`config.mk`:
```
export PLATFORM = sky130hd
export DESIGN_NAME = cache_arbiter
export DESIGN_NICKNAME = d
export VERILOG_FILES = /design/src/rtl/cache_arb_pkg.sv /design/src/rtl/cache_arbiter_rr_arb2.sv /design/src/rtl/cache_arbiter.sv
export SDC_FILE = /design/constraint.sdc
export NUM_CORES = 1
export LEC_CHECK = 0
export BUFFER_PORTS_ARGS = -buffer_cell sky130_fd_sc_hd__buf_2
export CAP_MARGIN = 25
export CORE_ASPECT_RATIO = 1.1
export CORE_UTILIZATION = 42
export DETAILED_ROUTE_END_ITERATION = 6
export GPL_TIMING_DRIVEN = 0
export PLACE_DENSITY = 0.83
export SYNTH_ARGS = -nofsm -noshare
export SYNTH_HDL_FRONTEND = slang
export SYNTH_SLANG_ARGS = --single-unit
```
`constraint.sdc`:
```
create_clock -name clk -period 2 [get_ports clk]
set_clock_uncertainty 0.05 [all_clocks]
set_input_delay 0.2 -clock clk [delete_from_list [all_inputs] [get_ports clk]]
set_output_delay 0.2 -clock clk [all_outputs]
set_load 0.02 [all_outputs]
```
`src/rtl/cache_arb_pkg.sv`:
```
// Shared definitions for the cache arbiter and future cache controllers:
// FSM state encoding and default bus/counter widths.
package cache_arb_pkg;

  localparam int unsigned AW_DEF = 32;
  localparam int unsigned DW_DEF = 32;
  localparam int unsigned CW_DEF = 16;

  typedef enum logic [1:0] {
    ST_IDLE  = 2'd0,
    ST_ISSUE = 2'd1,
    ST_WAIT  = 2'd2
  } arb_state_e;

endpackage

```
`src/rtl/cache_arbiter_rr_arb2.sv`:
```
// Two-way round-robin selector: combinational one-hot grant, registered
// pointer to the requester granted most recently.
module rr_arb2 (
  input  logic       clk,
  input  logic       rst_n,
  input  logic [1:0] req,
  input  logic       update,
  output logic [1:0] gnt,
  output logic       last_gnt
);

  logic r_last;

  always_comb begin
    gnt = '0;
    case (req)
      2'b01:   gnt = 2'b01;
      2'b10:   gnt = 2'b10;
      2'b11:   gnt = r_last ? 2'b01 : 2'b10;
      default: gnt = '0;
    endcase
  end

  // Pointer resets to 1 so requester 0 wins the first contested round.
  always_ff @(posedge clk) begin
    if (!rst_n)
      r_last <= 1'b1;
    else if (update && (|req))
      r_last <= gnt[1];
  end

  assign last_gnt = r_last;

endmodule

```
`src/rtl/cache_arbiter.sv`:
```
// Serialises two requesters onto a single cache port, one transaction in
// flight at a time, with read/miss statistics.
module cache_arbiter
  import cache_arb_pkg::*;
#(
  parameter int unsigned AW = AW_DEF,
  parameter int unsigned DW = DW_DEF,
  parameter int unsigned CW = CW_DEF
) (
  input  logic          clk,
  input  logic          rst_n,
  input  logic          req0,
  input  logic          wr0,
  input  logic [AW-1:0] addr0,
  input  logic [DW-1:0] wdata0,
  output logic          ack0,
  output logic [DW-1:0] rdata0,
  input  logic          req1,
  input  logic          wr1,
  input  logic [AW-1:0] addr1,
  input  logic [DW-1:0] wdata1,
  output logic          ack1,
  output logic [DW-1:0] rdata1,
  output logic [DW-1:0] c_data,
  output logic [AW-1:0] c_addr,
  output logic          c_wr,
  input  logic          c_state,
  input  logic          c_missrate,
  input  logic [DW-1:0] c_q,
  output logic [CW-1:0] rd_cnt,
  output logic [CW-1:0] miss_cnt
);

  arb_state_e    r_state, w_state_nxt;
  logic [1:0]    w_req, w_gnt;
  logic          w_last, w_upd, w_done;
  logic          r_ack0, r_ack1, r_c_wr;
  logic [DW-1:0] r_rdata0, r_rdata1, r_c_data;
  logic [AW-1:0] r_c_addr;
  logic [CW-1:0] r_rd_cnt, r_miss_cnt;

  assign w_req = {req1, req0};

  rr_arb2 u_arb (
    .clk      (clk),
    .rst_n    (rst_n),
    .req      (w_req),
    .update   (w_upd),
    .gnt      (w_gnt),
    .last_gnt (w_last)
  );

  always_ff @(posedge clk) begin
    if (!rst_n) r_state <= ST_IDLE;
    else        r_state <= w_state_nxt;
  end

  always_comb begin
    w_state_nxt = r_state;
    w_upd       = 1'b0;
    w_done      = 1'b0;
    case (r_state)
      ST_IDLE: begin
        if (|w_req) begin
          w_upd       = 1'b1;
          w_state_nxt = ST_ISSUE;
        end
      end
      ST_ISSUE: w_state_nxt = ST_WAIT;
      ST_WAIT: begin
        if (c_state) begin
          w_done      = 1'b1;
          w_state_nxt = ST_IDLE;
        end
      end
      default: w_state_nxt = ST_IDLE;
    endcase
  end

  // The arbiter pointer equals the owner of the outstanding transaction,
  // so it also routes the completion.
  always_ff @(posedge clk) begin
    if (!rst_n) begin
      r_ack0     <= 1'b0;
      r_ack1     <= 1'b0;
      r_rdata0   <= '0;
      r_rdata1   <= '0;
      r_c_data   <= '0;
      r_c_addr   <= '0;
      r_c_wr     <= 1'b0;
      r_rd_cnt   <= '0;
      r_miss_cnt <= '0;
    end else begin
      r_ack0 <= 1'b0;
      r_ack1 <= 1'b0;
      if (w_upd) begin
        r_c_wr   <= w_gnt[1] ? wr1    : wr0;
        r_c_addr <= w_gnt[1] ? addr1  : addr0;
        r_c_data <= w_gnt[1] ? wdata1 : wdata0;
      end
      if (w_done) begin
        if (w_last) r_ack1 <= 1'b1;
        else        r_ack0 <= 1'b1;
        if (!r_c_wr) begin
          if (w_last) r_rdata1 <= c_q;
          else        r_rdata0 <= c_q;
          if (!(&r_rd_cnt)) r_rd_cnt <= r_rd_cnt + CW'(1);
          if (c_missrate && !(&r_miss_cnt)) r_miss_cnt <= r_miss_cnt + CW'(1);
        end
      end
    end
  end

  assign ack0     = r_ack0;
  assign ack1     = r_ack1;
  assign rdata0   = r_rdata0;
  assign rdata1   = r_rdata1;
  assign c_data   = r_c_data;
  assign c_addr   = r_c_addr;
  assign c_wr     = r_c_wr;
  assign rd_cnt   = r_rd_cnt;
  assign miss_cnt = r_miss_cnt;

endmodule

```
==> reports/metrics.yaml <==
multi_input_area_um2: 3367
cts_buffers: 17
routabilityCongestion: 0.8761
drtIter0Drc: 426
hp-start: "c_state"
fill_cells: 1388
synth.avg_cell_area_um2: 8.639
crit_path_max_fanout: 10
synth.ff_latch_count: 166
p_int_w: 0.005876
rows: 48
clock_power_share: 0.392
synth_compound_area_frac: 0.1667
via_per_inst: 5.298
wl_mm: 23.36
h-tree-depth: 4
worstSkewPairLatency_ns: 0.41
clkTransAtPathRegs_ns: 0.06
grt_setup_unrepaired: "true"
power_density_nw_per_um2: 825.8
synth_seq_area_share: 0.4839
min_path_type: "in2reg"
path_class: "reg2reg"
drc: 0
crit_path_end_kind: "register"
reg2reg_depth: 8
seqCellArea_um2: 3342
nets: 1357
crit_path_start_kind: "register"
firstDrtPassIters: 5
cp.required_ns: 2.29
synth_xor_area_frac: 0
hpwl_mm: 17.20
fin_crit_ns: 1.954
cp.arrival_ns: 2.24
dieHeight_um: 136.1
worst_pin_slew_ns: 0.7663
fin_crit_sh: 0.9772
cts.sink_count: 166
setup_tns_ns: 0
whs_endpoint: "ack1"
tritoncts: "done"
grt_max_degree: 17
synthAdderAreaFrac: 0.003644
final_area_um2: 9951
r2r_end: "rdata0[19]"
track_usage: 0.2684
synth_top_family_by_area: "simple AND/OR/NAND/NOR gates"
routedWlPerCell_um: 16.67
synth_fp_nets: 965
status: "finished clean"
fmax_mhz: 511.7
yosysUniqueCellTypes: 32
layout-drive-gt1-share: 0.3575
report.final.slew_viol_count: 0
ir_drop_mv: 0.6636
rr_startpoint: "r_state[0]"
vias: 7422
clockBufferDepth: 2
switching_power_w: 0.002341
area_growth_pct: 44.89
drv_cap: 0
chipWidth_um: 123.9
yosys.area_share.simple: 0.1977
core_um2: 15860
syn_area_um2: 6868
power_leakage_nw: 4.378
setup_viol: 0
p_seq_frac: 0.439
drtAntennaViolNets: 0
fp.dieArea_um2: 16870
overflow: 0
syn-instance-count: 795
holdPathStages: 3
hold_viol_final: 0
power_frac_comb: 0.168
yosysWarnings: 0
grt_pass1_wl_mm: 34.52
p_sw_frac: 0.2849
synth_mux_area_frac: 0.1064
antenna_found_initial: 3
rrSetupSlack_ns: 0.05
pin_count: 331
slew_headroom: 0.4891
placed_area_um2: 8788
portBuffers: 330
grt_pass1_vias: 6864
start_util: 0.4332
cts-root-buf: "clkbuf_16"
[power by group through the flow]
| stage | clock [W] | sequential, W | combinational [W] |
|---|---|---|---|
| after floorplan | 0 | 0.00389 | 0.000531 |
| after global placement | 0 | 0.00367 | 0.00129 |
| after detailed placement | 0 | 0.00368 | 0.00131 |
| after CTS | 0.00326 | 0.00361 | 0.00138 |
| after global routing | 0.00341 | 0.00363 | 0.00150 |
| final | 0.00322 | 0.00361 | 0.00138 |
[sequential cells by signal (all words and copies together) (netlist names)]
name            count
c_addr             32
c_data             32
rdata0             32
rdata1             32
miss_cnt           16
rd_cnt             16
r_state             2
ack0                1
ack1                1
c_wr                1
u_arb.last_gnt      1
[cells in the mapped netlist]
cell / instances / area share
clkbuf_1: 54 / 0.030
or4_1: 20 / 0.022
a21oi_1: 89 / 0.065
nand4bb_4: 1 / 0.0040
nand3b_1: 1 / 0.0011
or2_2: 1 / 0.00091
nor4bb_1: 1 / 0.0015
and3_1: 3 / 0.0027
buf_6: 2 / 0.0033
nand4_1: 9 / 0.0082
nand2_1: 152 / 0.083
ha_1: 2 / 0.0036
o211a_1: 1 / 0.0015
a211oi_1: 68 / 0.074
inv_1: 7 / 0.0038
and2_1: 2 / 0.0018
and4_1: 5 / 0.0064
or3_1: 5 / 0.0046
nor2_1: 70 / 0.038
nor4_1: 6 / 0.0055
nor3_1: 5 / 0.0036
a21boi_1: 1 / 0.0011
mux2i_1: 73 / 0.11
dfxtp_1: 166 / 0.48
nand3_1: 12 / 0.0087
buf_1: 4 / 0.0022
nand2b_1: 6 / 0.0055
o21bai_1: 1 / 0.0011
o21ai_0: 6 / 0.0044
buf_2: 4 / 0.0029
a31oi_1: 1 / 0.00091
o31ai_1: 17 / 0.019
[area by class of cell]
cell class,count,area share
repair buffers,375,0.2083
flip-flops and latches,166,0.3358
multi-input cells,558,0.3384
plain buffers,62,0.03081
clock buffers,20,0.04690
clock inverters,12,0.01169
diodes,1,0.0002515
well taps,200,0.02515
inverters,7,0.002641
[critical path, stage by stage (launching register included)]
cell	delay (ns)
dfxtp_2	0.31
buf_6	0.12
nand4bb_4	0.18
buf_6	0.14
buf_4	0.13
nor2_1	0.25
clkbuf_1	0.42
nand2_1	0.12
a21oi_1	0.16
[cells by family after synthesis]
| family | after synthesis |
|---|---|
| AO/OA/AOI/OAI | 184 |
| multiplexers | 73 |
| buffers and inverters | 71 |
| adder cells (fa/ha/maj) | 2 |
| AND/OR/NAND/NOR | 299 |
| flip-flops | 166 |
[cells in the final DEF, fill, tap and decap left out, types with 7 or more instances in the layout]
master and instances:
a211oi_1 68, a21oi_1 86, buf_2 333, buf_4 19
clkbuf_1 37, clkbuf_16 17, clkbuf_2 11, dfxtp_1 157
dlygate4sd3_1 32, inv_1 7, mux2i_1 73, nand2_1 152
nand3_1 11, nand4_1 9, nor2_1 70, o31ai_1 14
or4_1 16
[routing by layer]
metal / global-route usage / vias to the layer above / routed length [µm]
met4: 0.1038 / 4 / 504
met2: 0.4861 / 326 / 12170
li1: - / 3615 / -
met5: 0 / - / 17
met1: 0.2919 / 3434 / 8910
met3: 0.07508 / 43 / 1758
[worst max-delay path by stage]
stage | slack [ns] | endpoint | start
after global placement | -0.45 | c_data[2] | u_arb.last_gnt
final | 0.05 | rdata0[19] | r_state[0]
after floorplan | -0.03 | miss_cnt[2] | miss_cnt[0]
after CTS | 0.005 | miss_cnt[2] | miss_cnt[0]
after global routing | -0.07 | rdata0[19] | r_state[0]
after detailed placement | -0.46 | c_data[2] | u_arb.last_gnt
[through the flow]
stage	utilization	hold slack, ns	power [W]	std cells	setup slack (ns)
after floorplan	-	0.2860	0.004424	795	-0.03249
after global placement	0.5543	0.3888	0.004959	1325	-0.4519
after detailed placement	0.5543	0.3935	0.004989	1325	-0.4620
after CTS	0.6159	0.02241	0.008238	1391	0.005039
after global routing	0.6276	0.05474	0.008535	1401	-0.07176
final	0.6276	0.04572	0.008217	1401	0.04563
[repair_timing]
item | 4_1_cts | 5_1_grt
hold endpoints to repair | 64 | 0
hold buffers | 32 | 0
pin swaps | 2 | 8
endpoints found under the setup margin | 149 | 96
setup buffers | 4 | 9
gates resized for setup | 28 | 47
No activity file was read; power rests on OpenSTA's default activity.
